<file path="config.mk">
export PLATFORM = sky130hd
export DESIGN_NAME = dm_arbiter
export DESIGN_NICKNAME = d
export VERILOG_FILES = /design/src/rtl/dm_arb_pkg.sv /design/src/rtl/dm_lane_ctl.sv /design/src/rtl/dm_arbiter.sv
export SDC_FILE = /design/constraint.sdc
export NUM_CORES = 1
export LEC_CHECK = 0
export ABC_CLOCK_PERIOD_IN_PS = 2430
export CAP_MARGIN = 25
export CORE_AREA = 2 2 165 102
export DETAILED_ROUTE_END_ITERATION = 12
export DIE_AREA = 0 0 167 104
export GPL_ROUTABILITY_DRIVEN = 0
export HOLD_SLACK_MARGIN = 0.05
export PLACE_DENSITY = 0.79
export SETUP_SLACK_MARGIN = 0.05
export SYNTH_ARGS = -nofsm -noshare
export SYNTH_HDL_FRONTEND = slang
export SYNTH_SLANG_ARGS = --single-unit
export TNS_END_PERCENT = 30
</file>
<file path="constraint.sdc">
create_clock -name clk -period 2.43 [get_ports clk]
set_input_delay 0.486 -clock clk [delete_from_list [all_inputs] [get_ports clk]]
set_output_delay 0.486 -clock clk [all_outputs]
set_load 0.01 [all_outputs]
</file>
<file path="src/rtl/dm_arb_pkg.sv">
// Shared encodings for the data-memory arbiter: access sizes, byte-enable
// patterns and sequencer states.
package dm_arb_pkg;

   localparam int unsigned DATA_W = 32;
   localparam int unsigned BE_W   = 4;
   localparam int unsigned SIZE_W = 2;

   localparam logic [SIZE_W-1:0] SZ_BYTE = 2'b00;
   localparam logic [SIZE_W-1:0] SZ_HALF = 2'b01;
   localparam logic [SIZE_W-1:0] SZ_WORD = 2'b10;
   localparam logic [SIZE_W-1:0] SZ_ILL  = 2'b11;

   localparam logic [BE_W-1:0] BE_NONE = 4'b0000;
   localparam logic [BE_W-1:0] BE_B0   = 4'b0001;
   localparam logic [BE_W-1:0] BE_LO   = 4'b0011;
   localparam logic [BE_W-1:0] BE_HI   = 4'b1100;
   localparam logic [BE_W-1:0] BE_WORD = 4'b1111;

   typedef enum logic [1:0] {
      ST_IDLE   = 2'd0,
      ST_ACCESS = 2'd1,
      ST_RESP   = 2'd2
   } state_t;

endpackage

</file>
<file path="src/rtl/dm_lane_ctl.sv">
// Byte-lane control for one DM access: derives the byte enable and the
// misalignment flag from size + low address bits, and extracts the load
// data from the addressed lane(s), right-justified and zero-extended.
module dm_lane_ctl
   import dm_arb_pkg::*;
(
   input  logic [SIZE_W-1:0] i_size,
   input  logic [1:0]        i_off,
   input  logic [DATA_W-1:0] i_rd,
   output logic [BE_W-1:0]   o_be_c,
   output logic              o_misalign_c,
   output logic [DATA_W-1:0] o_rdata_c
);

   // Byte enable and alignment check; an illegal size enables no lanes
   always_comb begin
      o_be_c       = BE_NONE;
      o_misalign_c = 1'b0;
      case (i_size)
         SZ_BYTE: o_be_c = BE_B0 << i_off;
         SZ_HALF: begin
            o_be_c       = i_off[1] ? BE_HI : BE_LO;
            o_misalign_c = i_off[0];
         end
         SZ_WORD: begin
            o_be_c       = BE_WORD;
            o_misalign_c = |i_off;
         end
         default: ;
      endcase
   end

   // Load lane extraction from the raw DM word
   always_comb begin
      o_rdata_c = '0;
      case (i_size)
         SZ_BYTE: o_rdata_c = DATA_W'(i_rd[{i_off, 3'b000} +: 8]);
         SZ_HALF: o_rdata_c = i_off[1] ? DATA_W'(i_rd[31:16]) : DATA_W'(i_rd[15:0]);
         SZ_WORD: o_rdata_c = i_rd;
         default: ;
      endcase
   end

endmodule

</file>
<file path="src/rtl/dm_arbiter.sv">
// Two-master arbiter and sequencer for the single-port data memory.
// Master 0 is the CPU MEM stage, master 1 the DMA/peripheral bridge.
// Each transaction runs IDLE (grant) -> ACCESS (DM cycle) -> RESP (ack).
// Build option DM_ARB_FIXED_PRIO_EN: master 0 always wins ties instead of
// round-robin.
module dm_arbiter
   import dm_arb_pkg::*;
#(
   parameter int unsigned DM_AW  = 12,
   parameter int unsigned ADDR_W = 32
) (
   input  logic              clk,
   input  logic              reset_n,
   input  logic              m0_req,
   input  logic              m0_we,
   input  logic [SIZE_W-1:0] m0_size,
   input  logic [ADDR_W-1:0] m0_addr,
   input  logic [DATA_W-1:0] m0_wdata,
   output logic              m0_ack,
   output logic              m0_err,
   output logic [DATA_W-1:0] m0_rdata,
   input  logic              m1_req,
   input  logic              m1_we,
   input  logic [SIZE_W-1:0] m1_size,
   input  logic [ADDR_W-1:0] m1_addr,
   input  logic [DATA_W-1:0] m1_wdata,
   output logic              m1_ack,
   output logic              m1_err,
   output logic [DATA_W-1:0] m1_rdata,
   output logic [DATA_W-1:0] dm_A,
   output logic              dm_MemWrite,
   output logic [DATA_W-1:0] dm_WD,
   output logic [BE_W-1:0]   dm_BE,
   input  logic [DATA_W-1:0] dm_RD
);

   state_t              r_state;
   state_t              w_state_nxt;

   logic                r_gnt;
   logic                r_we;
   logic [SIZE_W-1:0]   r_size;
   logic [ADDR_W-1:0]   r_addr;
   logic [DATA_W-1:0]   r_wdata;

   logic                r_m0_ack;
   logic                r_m0_err;
   logic [DATA_W-1:0]   r_m0_rdata;
   logic                r_m1_ack;
   logic                r_m1_err;
   logic [DATA_W-1:0]   r_m1_rdata;

   logic                w_gnt_vld;
   logic                w_gnt_sel;
   logic [BE_W-1:0]     w_be;
   logic                w_misalign;
   logic                w_oor;
   logic                w_err;
   logic [DATA_W-1:0]   w_rdata;
   logic                w_access;

   assign w_gnt_vld = m0_req | m1_req;

`ifdef DM_ARB_FIXED_PRIO_EN
   // Fixed priority: master 0 wins whenever it requests
   assign w_gnt_sel = ~m0_req;
`else
   logic r_last_grant;

   // Remember the last winner; reset value lets master 0 take the first tie
   always_ff @(posedge clk or negedge reset_n) begin
      if (!reset_n) begin
         r_last_grant <= 1'b1;
      end else if (r_state == ST_IDLE && w_gnt_vld) begin
         r_last_grant <= w_gnt_sel;
      end
   end

   // Round-robin: on a tie, grant the master that did not win last time
   assign w_gnt_sel = (m0_req & m1_req) ? ~r_last_grant : m1_req;
`endif

   // Sequencer state register
   always_ff @(posedge clk or negedge reset_n) begin
      if (!reset_n) begin
         r_state <= ST_IDLE;
      end else begin
         r_state <= w_state_nxt;
      end
   end

   // Next-state: ACCESS and RESP each last exactly one cycle
   always_comb begin
      w_state_nxt = r_state;
      case (r_state)
         ST_IDLE:   if (w_gnt_vld) w_state_nxt = ST_ACCESS;
         ST_ACCESS: w_state_nxt = ST_RESP;
         ST_RESP:   w_state_nxt = ST_IDLE;
         default:   w_state_nxt = ST_IDLE;
      endcase
   end

   dm_lane_ctl u_lane_ctl (
      .i_size       (r_size),
      .i_off        (r_addr[1:0]),
      .i_rd         (dm_RD),
      .o_be_c       (w_be),
      .o_misalign_c (w_misalign),
      .o_rdata_c    (w_rdata)
   );

   // Anything above the DM's byte range is out of range
   assign w_oor    = |r_addr[ADDR_W-1:DM_AW+2];
   assign w_err    = w_misalign | (r_size == SZ_ILL) | w_oor;
   assign w_access = (r_state == ST_ACCESS);

   // DM port is driven straight from the command register; a faulting
   // access never writes and enables no lanes
   assign dm_A        = DATA_W'({r_addr[ADDR_W-1:2], 2'b00});
   assign dm_WD       = r_wdata;
   assign dm_BE       = (w_access && !w_err) ? w_be : BE_NONE;
   assign dm_MemWrite = w_access & r_we & ~w_err;

   // Command capture on grant, read-data capture and ack/err generation
   always_ff @(posedge clk or negedge reset_n) begin
      if (!reset_n) begin
         r_gnt      <= 1'b0;
         r_we       <= 1'b0;
         r_size     <= SZ_BYTE;
         r_addr     <= '0;
         r_wdata    <= '0;
         r_m0_ack   <= 1'b0;
         r_m0_err   <= 1'b0;
         r_m0_rdata <= '0;
         r_m1_ack   <= 1'b0;
         r_m1_err   <= 1'b0;
         r_m1_rdata <= '0;
      end else begin
         r_m0_ack <= 1'b0;
         r_m0_err <= 1'b0;
         r_m1_ack <= 1'b0;
         r_m1_err <= 1'b0;
         case (r_state)
            ST_IDLE: begin
               if (w_gnt_vld) begin
                  r_gnt   <= w_gnt_sel;
                  r_we    <= w_gnt_sel ? m1_we    : m0_we;
                  r_size  <= w_gnt_sel ? m1_size  : m0_size;
                  r_addr  <= w_gnt_sel ? m1_addr  : m0_addr;
                  r_wdata <= w_gnt_sel ? m1_wdata : m0_wdata;
               end
            end
            ST_ACCESS: begin
               if (r_gnt) begin
                  r_m1_ack <= 1'b1;
                  r_m1_err <= w_err;
                  if (w_err)      r_m1_rdata <= '0;
                  else if (!r_we) r_m1_rdata <= w_rdata;
               end else begin
                  r_m0_ack <= 1'b1;
                  r_m0_err <= w_err;
                  if (w_err)      r_m0_rdata <= '0;
                  else if (!r_we) r_m0_rdata <= w_rdata;
               end
            end
            default: ;
         endcase
      end
   end

   assign m0_ack   = r_m0_ack;
   assign m0_err   = r_m0_err;
   assign m0_rdata = r_m0_rdata;
   assign m1_ack   = r_m1_ack;
   assign m1_err   = r_m1_err;
   assign m1_rdata = r_m1_rdata;

endmodule

</file>
==> qor.csv, run 1 <==
stage;metric;value;unit
run_status;violations;negative setup slack;
placed_design;port_buffers;304;
drt;drtIter0Drc;408;
floorplanning;rows;36;
sta;slew_violations;0;
cts;clock_tree.buffer_depth;2;
worst_setup_path;r2r_end;m0_rdata[15];
cts;clock_sinks;139;
sta;skew;0.0149;ns
worst_setup_path;crit_end;dm_BE[1];
cts;clkTransAtPathRegs;0.06;ns
finish;mostFrequentLayoutCell;clkdlybuf4s50_1;
worst_setup_path;ff2ff_path_depth;5;
min_path;hp-class;reg2reg;
worst_setup_path;regToRegSetupSlack;0.28;ns
sta;fin_crit_sh;1.04;
global_routing;grt_max_degree;72;
worst_setup_path;crit_path_cell_trace;inv_1 > ha_4 > nand3_2 > nand2_2 > or3_4 > nor3_2 > buf_2;
synthesis;syn_avg_cell_area;11.4;um^2
synthesis;synth-edff-count;0;
sta;finalWorstSetupSlack;-0.0882;ns
worst_setup_path;cp-end-kind;primary output;
synthesis;synth_cell_type_count;42;
sta;worstMarginPinSlew;0.536;ns
worst_setup_path;regToRegStartpoint;r_addr[15];
drt;wl_per_cell;18.9;um
power_and_ir_drop;power.density;1000;nW/um^2
synthesis;syn_inst;573;
floorplanning;chipHeight;104;um
sta;period_needed;2.52;ns
worst_setup_path;cp.required;1.94;ns
synthesis;yosys_register_bits;139;
synthesis;ys_seq_area_frac;0.531;
run_status;status;finished with violations;
power_and_ir_drop;p_leak;4.40;nW
worst_setup_path;critPathMaxFanout;4;
synthesis;async_flop_share;1.00;
synthesis;yosys_warnings;0;
drt;firstDrtPassIters;5;
cts;root_buffer;clkbuf_16;
worst_setup_path;setup.worst_path.start;r_size[0];
finish;nNetsFinal;1049;
floorplanning;die_w;167;um
sta;hold_viol_final;0;
placed_design;dp_slack;-0.265;ns
floorplanning;core_area;15900;um^2
worst_setup_path;cp_num_cells;7;
cts;cts_tree;built;
job;drv_cap;0;
sta;setup_viol;4;
drt;totalWireLength;20.8;mm
synthesis;syn_area;6550;um^2
worst_setup_path;cpMaxStageDelayCell;or3_4;
worst_setup_path;crit_family;simple AND/OR/NAND/NOR gates;
worst_setup_path;cpPeakStageDelay;0.42;ns
finish;n_antenna_cell;0;
floorplanning;start_util;0.412;
global_routing;overflow;0;
worst_setup_path;path_class;reg2out;
global_routing;grt_pass1_wl;33.2;mm
worst_setup_path;cp-start-kind;flip-flop;
finish;fin_area;10500;um^2
drt;routed_via_density;5.20;
sta;fmax;0.397;GHz
finish;drive_gt1_frac;0.134;
drt;drc;0;
sta;max_slew_margin;0.641;
cts;htreeDepth;4;
floorplanning;fp.dieArea;17400;um^2
placed_design;placed_area;9930;um^2
worst_setup_path;cp_num_buf_inv;2;
global_routing;gr-usage-all-layers;0.242;
global_routing;grt_pass1_vias;5942;
synthesis;dominantRegCellSynth;dfrtp_1;
finish;stdcell_count;1097;
worst_setup_path;arrival;2.03;ns
sta;finalSetupTns;-0.242;ns
cts;cts_made_buffers;17;
sta;rsz0062_at_grt;true;
sta;worst_hold_slack;0.493;ns
power_and_ir_drop;total_power;10.6;mW
floorplanning;io_pins;307;
power_and_ir_drop;irDropWorstVdd;0.578;mV
drt;vias;5706;
finish;final_cell_mix;clkdlybuf4s50_1, dfrtp_1, nor2_1;
placed_design;dpl.cell_count;1063;
cts;clkLatencyLatePin;0.41;ns
drt;final_antenna_net_count;0;
finish;syn2layout_area_growth;61.1;%
placed_design;place_hpwl;15.8;mm
global_routing;antenna_found_initial;0;
finish;num-fill-cells;1270;
finish;utilization;0.663;
[cell families after synthesis]
| kind of cell | synth area share |
|---|---|
| buffers and inverters | 0.0674 |
| AO/OA/AOI/OAI | 0.177 |
| other | 0.000573 |
| AND/OR/NAND/NOR | 0.100 |
| adder cells (fa/ha/maj) | 0.00764 |
| flip-flops | 0.531 |
| multiplexers | 0.116 |
[repair_timing]
| action | CTS | global route |
|---|---|---|
| endpoints found under the setup margin | 5 | 5 |
| buffers inserted | 1 | 0 |
| pin swaps | 6 | 3 |
| hold buffers | 1 | 0 |
| hold endpoints to repair | 29 | 0 |
| cloned | 0 | 0 |
| gates resized for setup | 29 | 1 |
[sequential cells by signal, summed over array words and instances, names as in the netlist]
name          count
m1_err            1
dm_WD            32
m1_rdata         32
r_we              1
m0_ack            1
m1_ack            1
r_state           2
r_last_grant      1
m0_err            1
m0_rdata         32
r_size            2
r_gnt             1
r_addr           32
[power breakdown]
part           internal, mW  switching (mW)
logic                  2.36            2.40
clock network          1.35            1.11
registers              2.94           0.435
total                  6.64            3.94
[metal layers]
| layer | vias to the layer above | part of all wire | GRT usage |
|---|---|---|---|
| met5 | - | 0 | 0 |
| met4 | 0 | 0.016 | 0.0683 |
| met3 | 22 | 0.094 | 0.0772 |
| met2 | 275 | 0.45 | 0.366 |
| met1 | 2721 | 0.44 | 0.337 |
| li1 | 2688 | - | - |
[synth_stat cells (all sizes together) (2+ instances only)]
master	n	area, um^2
dfrtp	138	3450
ha	4	50.1
nor2	76	285
nor2b	10	62.6
mux2	8	90.1
a221o	9	90.1
and3	2	12.5
clkbuf	19	71.3
nor4b	2	47.6
mux2i	67	671
a22o	16	140
o2bb2ai	16	140
a32o	32	320
nand4	2	27.5
inv	6	22.5
nand2	5	18.8
o21ai	3	15.0
a22oi	8	60.1
nor3	7	40.0
buf	53	348
a21oi	69	345
nand4b	2	17.5
o21a	2	15.0
nor4	5	106
[area by class of cell]
type / instances / area (um^2) / area share
clock buffers: 18 / 429 / 0.0407
clock inverters: 14 / 125 / 0.0119
inverters: 6 / 22.5 / 0.00213
multi-input cells: 357 / 2720 / 0.258
flip-flops and latches: 139 / 3480 / 0.330
well taps: 209 / 262 / 0.0248
repair buffers: 354 / 3510 / 0.333
[how the worst min path moves through the flow]
stage,startpoint,endpoint,cells past startpoint
detailed placement,m1_rdata[9],m1_rdata[9],1
finish,m0_rdata[9],m0_rdata[9],1
CTS,m0_rdata[9],m0_rdata[9],1
global placement,m1_rdata[9],m1_rdata[9],1
global route,m0_rdata[9],m0_rdata[9],1
floorplan,reset_n,dm_WD[0],0
Power figures use the tool's default switching activity.
==> inputs of run 2 (changes only) <==
--- a/config.mk
+++ b/config.mk
@@ -7,12 +7,15 @@
 export LEC_CHECK = 0
 export ABC_CLOCK_PERIOD_IN_PS = 2430
 export CAP_MARGIN = 25
-export CORE_AREA = 2 2 165 102
+export CELL_PAD_IN_SITES_DETAIL_PLACEMENT = 1
+export CELL_PAD_IN_SITES_GLOBAL_PLACEMENT = 1
+export CORE_AREA = 2 2 191 118
+export CTS_BUF_LIST = sky130_fd_sc_hd__clkbuf_16
 export DETAILED_ROUTE_END_ITERATION = 12
-export DIE_AREA = 0 0 167 104
+export DIE_AREA = 0 0 193 120
 export GPL_ROUTABILITY_DRIVEN = 0
 export HOLD_SLACK_MARGIN = 0.05
-export PLACE_DENSITY = 0.79
+export PLACE_DENSITY = 0.78
 export SETUP_SLACK_MARGIN = 0.05
 export SYNTH_ARGS = -nofsm -noshare
 export SYNTH_HDL_FRONTEND = slang
==> run 2 against run 1 <==
The flow still finishes with violations (negative setup slack). Register-to-register slack worse by 0.11 ns. Sequential cell count unchanged. Routed wire length up 17%. Count of clock-buffer cells in the layout down 1. Maximum frequency down 1.4%. Setup slack worse by 0.035 ns. Core utilization down 17 points. Sequential power up 1%. First-iteration DRC count down 18%. Largest cell class unchanged.
==> qor.csv, run 2 (synthesized netlist as in run 1, its figures left out) <==
stage;metric;value;unit
global_routing;grt_pass1_wl;36.7;mm
sta;rsz0062_at_grt;true;
cts;clkTransAtPathRegs;0.07;ns
placed_design;placed_area;10000;um^2
drt;routed_via_density;5.01;
drt;totalWireLength;24.3;mm
worst_setup_path;crit_end;dm_MemWrite;
worst_setup_path;cp.required;1.94;ns
floorplanning;core_area;21500;um^2
global_routing;grt_max_degree;55;
sta;max_slew_margin;0.602;
sta;skew;0.0115;ns
floorplanning;fp.dieArea;23200;um^2
worst_setup_path;regToRegStartpoint;r_addr[22];
placed_design;dpl.cell_count;1139;
worst_setup_path;r2r_end;m1_rdata[7];
sta;finalSetupTns;-0.307;ns
global_routing;antenna_found_initial;0;
worst_setup_path;path_class;reg2out;
min_path;hp-class;reg2reg;
run_status;violations;negative setup slack;
floorplanning;start_util;0.304;
finish;stdcell_count;1176;
cts;root_buffer;clkbuf_16;
drt;vias;5897;
drt;wl_met1;10.8;mm
power_and_ir_drop;p_leak;4.43;nW
drt;wl_met2;10.7;mm
cts;htreeDepth;4;
cts;clkLatencyLatePin;0.42;ns
finish;syn2layout_area_growth;63.2;%
cts;clock_tree.buffer_depth;2;
global_routing;overflow;0;
power_and_ir_drop;irDropWorstVdd;0.492;mV
drt;wl_met3;2.61;mm
global_routing;gr-usage-all-layers;0.212;
cts;cts_tree;built;
drt;top_layer;met4;
worst_setup_path;setup.worst_path.start;r_addr[22];
finish;drive_gt1_frac;0.136;
job;drv_cap;0;
sta;setup_viol;5;
finish;mostFrequentLayoutCell;clkdlybuf4s50_1;
cts;clock_sinks;139;
floorplanning;chipHeight;120;um
finish;multi_input_comb_area;2730;um^2
placed_design;place_hpwl;18.8;mm
finish;nNetsFinal;1052;
finish;num-fill-cells;2289;
floorplanning;rows;42;
sta;fmax;0.392;GHz
finish;n_antenna_cell;0;
sta;fin_crit_sh;1.05;
worst_setup_path;critPathMaxFanout;3;
power_and_ir_drop;power.density;1010;nW/um^2
floorplanning;io_pins;307;
placed_design;dp_slack;-0.249;ns
sta;slew_violations;0;
global_routing;grt_pass1_vias;6278;
finish;fin_area;10700;um^2
sta;finalWorstSetupSlack;-0.123;ns
worst_setup_path;cp-end-kind;primary output;
worst_setup_path;cp-start-kind;flip-flop;
placed_design;port_buffers;304;
sta;hold_viol_final;0;
finish;final_cell_mix;clkdlybuf4s50_1, dfrtp_1, nor2_1;
floorplanning;die_w;193;um
sta;period_needed;2.55;ns
run_status;status;finished with violations;
cts;cts_made_buffers;17;
drt;final_antenna_net_count;0;
drt;drc;0;
sta;worstMarginPinSlew;0.595;ns
finish;seq_area;3480;um^2
worst_setup_path;ff2ff_path_depth;7;
drt;firstDrtPassIters;5;
worst_setup_path;arrival;2.07;ns
worst_setup_path;regToRegSetupSlack;0.17;ns
drt;drtIter0Drc;333;
drt;wl_per_cell;20.7;um
run 2: cell count changes in the layout (fill, tap and decap cells not counted), sizes merged:
cell	previous run	this run
buf	53	58
bufinv	0	1
clkbuf	18	17
clkdlybuf4s15	2	0
clkinv	2	8
clkinvlp	4	2
inv	14	9
run 2: critical path, stage by stage, from the launching register on:
cell	delay (ns)
dfrtp_1	0.41
nor4_4	0.35
nand4_4	0.17
buf_6	0.17
nor3_4	0.14
buf_4	0.14
and3_1	0.16
buf_6	0.11
run 2: cell type report:
type,count,share of cell area
repair buffers,357,0.332
flip-flops and latches,139,0.326
multi-input cells,357,0.255
clock buffers,17,0.0398
well taps,286,0.0335
clock inverters,14,0.0115
inverters,6,0.00211
run 2: metal layers:
metal / up-vias / global-route usage
met3: 21 / 0.0807
li1: 2678 / -
met1: 2941 / 0.287
met5: - / 0
met2: 257 / 0.322
met4: 0 / 0.0483
run 2: worst min-delay path by stage:
| stage | slack (ns) | end | startpoint | cells after the start |
|---|---|---|---|---|
| 2_1_floorplan | 0.19 | dm_WD[0] | reset_n | 0 |
| 3_5_place_dp | 0.46 | dm_WD[31] | reset_n | 1 |
| 6_report | 0.49 | m0_rdata[16] | m0_rdata[16] | 1 |
| 3_3_place_gp | 0.45 | dm_WD[31] | reset_n | 1 |
| 4_1_cts | 0.49 | m0_rdata[15] | m0_rdata[15] | 1 |
| 5_1_grt | 0.50 | m0_rdata[23] | m0_rdata[23] | 1 |
run 2: where the power goes:
group,switching (mW),total (mW),internal (mW)
Sequential,0.471,3.41,2.94
Combinational,2.55,4.94,2.39
Clock,1.06,2.47,1.41
run 2: timing repair:
| item | CTS | global route |
|---|---|---|
| resized for setup | 31 | 6 |
| setup endpoints to repair | 5 | 20 |
| pin swaps | 8 | 8 |
| hold buffers | 1 | 0 |
| gates cloned | 0 | 0 |
| setup buffers | 4 | 1 |
| hold endpoints to repair | 45 | 0 |
run 2: per-stage QoR:
step,power [mW],utilization,hold slack (ns)
after global placement,8.14,0.466,0.450
after detailed placement,8.30,0.466,0.463
after global routing,11.5,0.496,0.504
final,10.8,0.496,0.488
after CTS,10.9,0.495,0.493
after floorplan,5.89,-,0.190
